## config.mk

```make
export PLATFORM = sky130hd
export DESIGN_NAME = mod_dn_cntr
export DESIGN_NICKNAME = d
export VERILOG_FILES = /design/src/rtl/mod_dn_cntr.sv
export SDC_FILE = /design/constraint.sdc
export NUM_CORES = 1
export LEC_CHECK = 0
export CAP_MARGIN = 20
export CORE_UTILIZATION = 50
export DETAILED_ROUTE_END_ITERATION = 10
export PLACE_DENSITY_LB_ADDON = 0.2
export SKIP_CTS_REPAIR_TIMING = 1
export SYNTH_ARGS = -nofsm -noshare
export SYNTH_HDL_FRONTEND = slang
export SYNTH_SLANG_ARGS = --single-unit
export TNS_END_PERCENT = 30
```

## constraint.sdc

```tcl
create_clock -name clk -period 4.7 [get_ports clk]
set_input_delay 0.94 -clock clk [delete_from_list [all_inputs] [get_ports clk]]
set_output_delay 0.94 -clock clk [all_outputs]
set_load 0.005 [all_outputs]
```

## src/rtl/mod_dn_cntr.sv

```systemverilog
// mod_dn_cntr: loadable, programmable-modulus down counter with start/enable
// control, auto-reload or one-shot operation and a terminal-count (borrow)
// output suitable for cascading into another counter's en.
// Optional up/down operation is enabled by defining MOD_DN_CNTR_UPDN_EN,
// which adds the dir input (0 = count down, 1 = count up).
//
// state | meaning
// IDLE  | waiting for start; z holds
// RUN   | counting; one step per cycle while en is high
// DONE  | one-shot expired; z holds until the next start
module mod_dn_cntr #(
  parameter int  MOD = 16,
  localparam int W   = $clog2(MOD)
) (
  input  logic         clk,
  input  logic         rst,
  input  logic         start,
  input  logic         en,
  input  logic         load,
  input  logic [W-1:0] load_val,
  input  logic         oneshot,
`ifdef MOD_DN_CNTR_UPDN_EN
  input  logic         dir,
`endif
  output logic [W-1:0] z,
  output logic         tc,
  output logic         busy,
  output logic         done
);

  typedef enum logic [1:0] {
    IDLE = 2'd0,
    RUN  = 2'd1,
    DONE = 2'd2
  } state_t;

  localparam logic [W-1:0] TOP = W'(MOD - 1);

  state_t       state, state_nxt;
  logic [W-1:0] rld, rld_nxt;
  logic [W-1:0] z_nxt;
  logic [W-1:0] ld_sat;
  logic [W-1:0] base;
  logic [W-1:0] term;
  logic         cnt_up;

`ifdef MOD_DN_CNTR_UPDN_EN
  assign cnt_up = dir;
`else
  assign cnt_up = 1'b0;
`endif

  // Out-of-range reload requests clamp to the largest count.
  assign ld_sat = (int'(load_val) >= MOD) ? TOP : load_val;

  // Counting down restarts from rld and ends at 0; counting up is the mirror.
  assign base = cnt_up ? '0 : rld;
  assign term = cnt_up ? rld : '0;

  // Borrow is masked by load so a reload never emits a spurious pulse.
  assign tc = (state == RUN) & en & (z == term) & ~load;

  // Next-state and next-count: load > start > count.
  always_comb begin
    state_nxt = state;
    z_nxt     = z;
    rld_nxt   = rld;
    if (load) begin
      rld_nxt = ld_sat;
      z_nxt   = cnt_up ? '0 : ld_sat;
    end else if (start) begin
      z_nxt     = base;
      state_nxt = RUN;
    end else begin
      case (state)
        RUN: begin
          if (en) begin
            if (z == term) begin
              if (oneshot) state_nxt = DONE;
              else         z_nxt     = base;
            end else if (cnt_up) begin
              z_nxt = z + 1'b1;
            end else begin
              z_nxt = z - 1'b1;
            end
          end
        end
        IDLE:    state_nxt = IDLE;
        DONE:    state_nxt = DONE;
        default: state_nxt = IDLE;
      endcase
    end
  end

  // State, count, reload and status flops with synchronous active-low reset.
  always_ff @(posedge clk) begin
    if (!rst) begin
      state <= IDLE;
      z     <= TOP;
      rld   <= TOP;
      busy  <= 1'b0;
      done  <= 1'b0;
    end else begin
      state <= state_nxt;
      z     <= z_nxt;
      rld   <= rld_nxt;
      busy  <= (state_nxt == RUN);
      done  <= (state_nxt == DONE);
    end
  end

endmodule
```

## Yosys cells after proc, flatten, opt, wreduce, memory -nomap -nowiden

Cells that the tools add are included.

- Register bits: 12
- Bits of input ports: 10
- Output and inout bits: 7
- Word-level logic and storage cells: 31

- Add/subtract/negate cells: 1
- Eq/ne operators: 5
- Muxes and demuxes: 12
- Bitwise gates (word level): 4
- Reductions and logical operators: 4

Operator list:

| cell | count |
|---|---|
| $mux W4 | 6 |
| $mux W2 | 5 |
| $reduce_bool A3 Y1 | 2 |
| $eq A2 B1 Y1 const B | 2 |
| $eq A2 B2 Y1 const B | 2 |
| $logic_not A4 Y1 | 1 |
| $ne A4 B4 Y1 const B | 1 |
| $pmux W2 S2 | 1 |
| $sub A4 B1 Y4 const B | 1 |
| $and A1 B1 Y1 | 3 |
| $reduce_and A3 Y1 | 1 |
| $not A1 Y1 | 1 |

## Depth between registers and ports, before layout

Gate-level depths: netlist of run 1.

- Depth in word-level cells: 7
- Gate-level depth with buffers: 6
- Gate-level depth less buffers: 6

## Worst setup path before layout of run 1

OpenSTA, ideal clock, no wires.

- Path kind: input port to output port
- Start: in load
- End: out tc
- Arrival: 1.252 ns
- Required time: 3.760 ns
- Setup slack: 2.508 ns
- Stages: 2
- Buffers on the path: 0
- Cells stage by stage: inv_1 -> and4_2

- Longest elaborated chain between the ends: 2

RTL lines:

| what | line | text |
|---|---|---|
| start: declaration | 19 | `input logic load,` |
| $not A1 Y1 | 61 | `assign tc = (state == RUN) & en & (z == term) & ~load;` |
| $and A1 B1 Y1 | 61 |  |
| end: declaration | 26 | `output logic tc,` |

Every way passes these cells.

## Worst setup path in the final report of run 1

Ends and elaborated chain as after synthesis.

==> summary.txt, run 1 <==
Clk pwr share: 35.3%
H-tree depth: 1
Wirelength per Cell: 15.7 µm
Overall global routing resource usage: 28.8%
Max Buffers Root-to-Sink: 2
Num ports: 17
CP Cell Sequence: clkdlybuf4s50_1 -> inv_1 -> and4_2 -> clkdlybuf4s50_1
CP startpoint kind: primary input
Avg Synthesized Cell Area: 8.55 µm²
Area delta synth->final: 30.8%
Cell Pwr Density: 282 nW/µm²
#FFs+latches synth: 12
Net Switching: 0.0000673 W
I/O Buffers: 16
YS warnings: 0
Multi-input logic area: 380 µm²
Most used flip-flop cell after synthesis: dfxtp_1
Reg clk slew, reported paths: 0.08 ns
EDFF count, synth: 0
Tmin final: 3.53 ns
Slew Limit Fails: 0
Initial Util: 56.9%
Final Setup Violations: 0
Lkg Pwr: 0.368 nW
Final net count: 111
CP Class: in2out
Critical path required time: 3.76 ns
Via/cell ratio: 6.19
Peak supply drop: 0.175 mV
Switching Fraction: 27.4%
Top Family by Delay on Critical Path: buffers and inverters
Share of synthesized registers carrying an async set or reset: 0%
ANT nets after route: 0
Crit path capture type: primary output
Tcrit/Tclk final: 75.0%
Core ar.: 1170 µm²
RSZ-0062 raised after global routing: false
Comb power frac: 17.9%
CTS tree: built
Cell Area, Synth: 667 µm²
Critical-path maximum fanout: 14
TritonRoute pass-1 iters: 5
# fillers: 101
Rows: 12
Hold WS: 0.465 ns
Chip width: 38.5 µm
Fin Setup TNS: 0 ns
Via Count: 681
GP Congestion: 0.824
Sequential cell area: 240 µm²
Least-Margin Pin Slew: 0.489 ns
CTS Buf Count: 3
Setup Skew: 0.00321 ns
Worst slew margin: 67.3%
DIE HEIGHT: 38.5 µm
Residual DRC count: 0
Crit path buffers/inverters: 3
Number of global-route vias before repair: 666
P_int: 0.000178 W
Crit-path slowest cell: clkdlybuf4s50_1
ANT cells: 0
Min-Delay Path Class: reg2reg
Share of layout cells above drive strength 1: 10.4%
Cell variety after synth: 34
Clock root buffer: clkbuf_4
Global route total overflow: 0
Final Hold Fails: 0
CTS Sinks: 12
Global-route wire length before repair: 2890 µm
Post-Syn Instances: 78
Seq/Total Area, Yosys: 36.0%
Syn_nets: 92
Maxcap violations: 0
Die Area: 1480 µm²
Initial antenna violation count: 0
Power share of the sequential group: 46.8%
Most frequent CP cell: clkdlybuf4s50_1
Largest net degree at the start of global routing: 15
Status: complete, no violations
Max incr delay on CP: 0.66 ns
Clock Latency Late Sink: 0.28 ns
Max Freq: 0.284 GHz
Detailed Route Iter0 Violations: 13
Routed WL: 1730 µm
Worst Path Arrival: 2.59 ns
[worst min-delay path, stage by stage (launching register included)]
cell	delay (ns)
dfxtp_1	0.32
inv_1	0.04
o21ai_0	0.06
[stage by stage]
step                      setup WS, ns  power, W  util (%)  cells  instance area, µm²
after global placement            1.21  0.000158      71.4    106                 836
final                             1.17  0.000246      74.5    110                 872
after floorplan                   2.51  0.000138         -     78                 667
after global routing              1.07  0.000257      74.5    110                 872
after detailed placement          1.19  0.000160      71.4    106                 836
after CTS                         1.18  0.000246      74.5    110                 872
[metal layers]
layer	track usage, %	vias up	wire length, µm
met4	13.8	0	34
met5	0	-	0
met3	11.0	8	134
li1	-	320	-
met2	47.1	40	837
met1	32.3	313	726
[synth_stat cells, types with 2 or more instances]
library cell | number | area [µm²]
dfxtp_1 | 12 | 240
inv_1 | 10 | 37.5
nor2_1 | 6 | 22.5
nor3_1 | 5 | 25.0
o21ai_0 | 5 | 25.0
ha_1 | 4 | 50.1
a21oi_1 | 3 | 15.0
nand3_1 | 3 | 15.0
a31oi_1 | 2 | 12.5
nand2_1 | 2 | 7.51
o21ai_1 | 2 | 10.0
o31ai_1 | 2 | 15.0
[final cells by class]
cell class / instances / area share [%]
inverters: 10 / 4.30
flip-flops and latches: 12 / 27.5
clock buffers: 4 / 4.16
multi-input cells: 54 / 43.6
repair buffers: 16 / 18.4
well taps: 14 / 2.01
[placed cells by master (no fill, tap or decap), drive strengths merged, types with 2 or more instances in the layout]
cell type	instances
clkdlybuf4s50	16
o31ai	2
nor3	5
inv	10
a31oi	2
and3	2
ha	4
nand3	3
a21oi	3
clkbuf	4
nor2	6
nand2	2
o21ai	7
dfxtp	12
[final timing paths]
check | start | to | slack [ns] | cells past startpoint
min | base[2]$_SDFFE_PN1P_ | base[2]$_SDFFE_PN1P_ | 0.47 | 2
max reg2reg | z[1]$_SDFFE_PN1P_ | busy$_SDFF_PN0_ | 2.99 | 6
min reg2reg | base[2]$_SDFFE_PN1P_ | base[2]$_SDFFE_PN1P_ | 0.47 | 2
max | load | tc | 1.17 | 4
[power groups by stage]
stage	Clock (W)	Sequential (W)	Combinational (W)
CTS	0.0000878	0.000115	0.0000435
global route	0.0000924	0.000116	0.0000487
detailed placement	0	0.000117	0.0000428
finish	0.0000868	0.000115	0.0000439
floorplan	0	0.000116	0.0000216
global placement	0	0.000117	0.0000417
[cells by family after synthesis]
family	after synthesis	share of synthesized area [%]
simple gates	25	22.5
compound gates	24	25.5
buf+inv	12	6.94
flops	12	36.0
fa+ha+maj	4	7.50
mux	1	1.50
[state kept, by name, summed over array words and instances (netlist names)]
| signal | flops |
|---|---|
| base | 4 |
| z | 4 |
| state | 2 |
| busy | 1 |
| done | 1 |
Note: power is estimated with default switching activity, not from simulation.
==> run 2: changes to the inputs <==
- CORE_UTILIZATION: 50 -> 46
- clock period: 4.7 -> 3.34 ns (I/O delays scaled with it)
==> run 2 against run 1 <==
Net effect: clock skew is 0.0046 ns higher; via count fell by 6.2%; routed wire length down 16%; global-route usage fell by 7.7 points; critical path depth increased by 1; highest routed layer unchanged.
==> summary.txt, run 2 (synthesized netlist as in run 1, its figures left out) <==
Fin Setup TNS: 0 ns
CP Class: reg2out
Area delta synth->final: 32.1%
GP Congestion: 0.794
Lkg Pwr: 0.373 nW
Min-Delay Path Class: reg2reg
CP startpoint kind: flip-flop
Via Count: 639
Detailed Route Iter0 Violations: 13
Least-Margin Pin Slew: 0.449 ns
CTS tree: built
I/O Buffers: 16
Reg clk slew, reported paths: 0.07 ns
Routed WL: 1450 µm
Most frequent cells in the layout: clkdlybuf4s50_1, dfxtp_1, inv_1
Crit-path slowest cell: clkdlybuf4s50_1
Final Setup Violations: 0
ANT cells: 0
Core ar.: 1320 µm²
Critical-path maximum fanout: 10
TritonRoute pass-1 iters: 4
ANT nets after route: 0
Worst slew margin: 70.0%
Tcrit/Tclk final: 80.8%
Num ports: 17
Maxcap violations: 0
H-tree depth: 1
Number of global-route vias before repair: 508
Multi-input logic area: 380 µm²
Max Freq: 0.371 GHz
Post-detail-place hpwl: 1050 µm
Residual DRC count: 0
CTS Buf Count: 3
CP Cell Sequence: inv_1 -> ha_1 -> nor3b_4 -> and4_2 -> clkdlybuf4s50_1
Wirelength per Cell: 13.0 µm
Worst Path Arrival: 2.03 ns
Final net count: 112
Clock root buffer: clkbuf_4
Rows: 13
Final Hold Fails: 0
Initial antenna violation count: 0
CTS Sinks: 12
Global-route wire length before repair: 2210 µm
Initial Util: 50.6%
Max Buffers Root-to-Sink: 2
Final core utilization: 66.9%
Critical path required time: 2.67 ns
Top Family by Delay on Critical Path: simple AND/OR/NAND/NOR gates
Most common cell after layout, fill and taps aside: clkdlybuf4s50_1
Chip width: 40.1 µm
Slew Limit Fails: 0
DIE HEIGHT: 40.1 µm
Via/cell ratio: 5.71
Share of layout cells above drive strength 1: 11.3%
Global route total overflow: 0
Crit path buffers/inverters: 2
Crit path capture type: primary output
RSZ-0062 raised after global routing: false
Cell Pwr Density: 387 nW/µm²
# fillers: 109
Status: complete, no violations
Peak supply drop: 0.367 mV
Die Area: 1610 µm²
Setup Skew: 0.00786 ns
Sequential cell area: 240 µm²
Clock Latency Late Sink: 0.28 ns
Overall global routing resource usage: 21.1%
Largest net degree at the start of global routing: 14
Max incr delay on CP: 0.50 ns
Tmin final: 2.70 ns
run 2: per-stage QoR:
stage | power, W | hold slack, ns | instances | setup slack [ns] | instance area, µm²
floorplan | 0.000194 | 0.429 | 78 | 1.53 | 667
finish | 0.000341 | 0.468 | 112 | 0.642 | 881
detailed placement | 0.000225 | 0.455 | 108 | 0.720 | 845
global placement | 0.000224 | 0.443 | 108 | 0.721 | 845
global route | 0.000357 | 0.521 | 112 | 0.498 | 881
CTS | 0.000346 | 0.469 | 112 | 0.632 | 881
run 2: where the power goes:
group | total, W | internal [W] | switching (W)
sequential | 0.000161 | 0.000152 | 0.00000864
combinational | 0.0000610 | 0.0000331 | 0.0000279
clock | 0.000119 | 0.0000663 | 0.0000526
total | 0.000341 | 0.000252 | 0.0000891
run 2: worst paths after layout:
kind | startpoint | end | slack [ns] | cells past startpoint
setup / recovery | z[0]$_SDFFE_PN1P_ | tc | 0.64 | 5
hold / removal | base[2]$_SDFFE_PN1P_ | base[2]$_SDFFE_PN1P_ | 0.47 | 2
setup reg to reg | z[0]$_SDFFE_PN1P_ | busy$_SDFF_PN0_ | 1.68 | 6
hold reg to reg | base[2]$_SDFFE_PN1P_ | base[2]$_SDFFE_PN1P_ | 0.47 | 2
run 2: area by class of cell:
class,count,share of cell area [%]
Sequential cell,12,27.3
Tap cell,15,2.13
Clock buffer,4,4.12
Inverter,10,4.26
Timing Repair Buffer,17,19.0
Multi-Input combinational cell,54,43.2
run 2: tightest hold or removal path, cell delays in order (launching register included):
cell and delay, ns:
dfxtp_1 0.31, inv_1 0.04, o21ai_0 0.06
run 2: per-layer routing:
| layer | vias up | share of wire, % | track usage, % | routed length, µm |
|---|---|---|---|---|
| li1 | 324 | - | - | - |
| met1 | 290 | 47 | 26.2 | 680 |
| met2 | 23 | 46 | 33.9 | 662 |
| met3 | 2 | 6.9 | 6.67 | 100 |
| met4 | 0 | 0.69 | 7.76 | 10 |
| met5 | - | 0 | 0 | 0 |
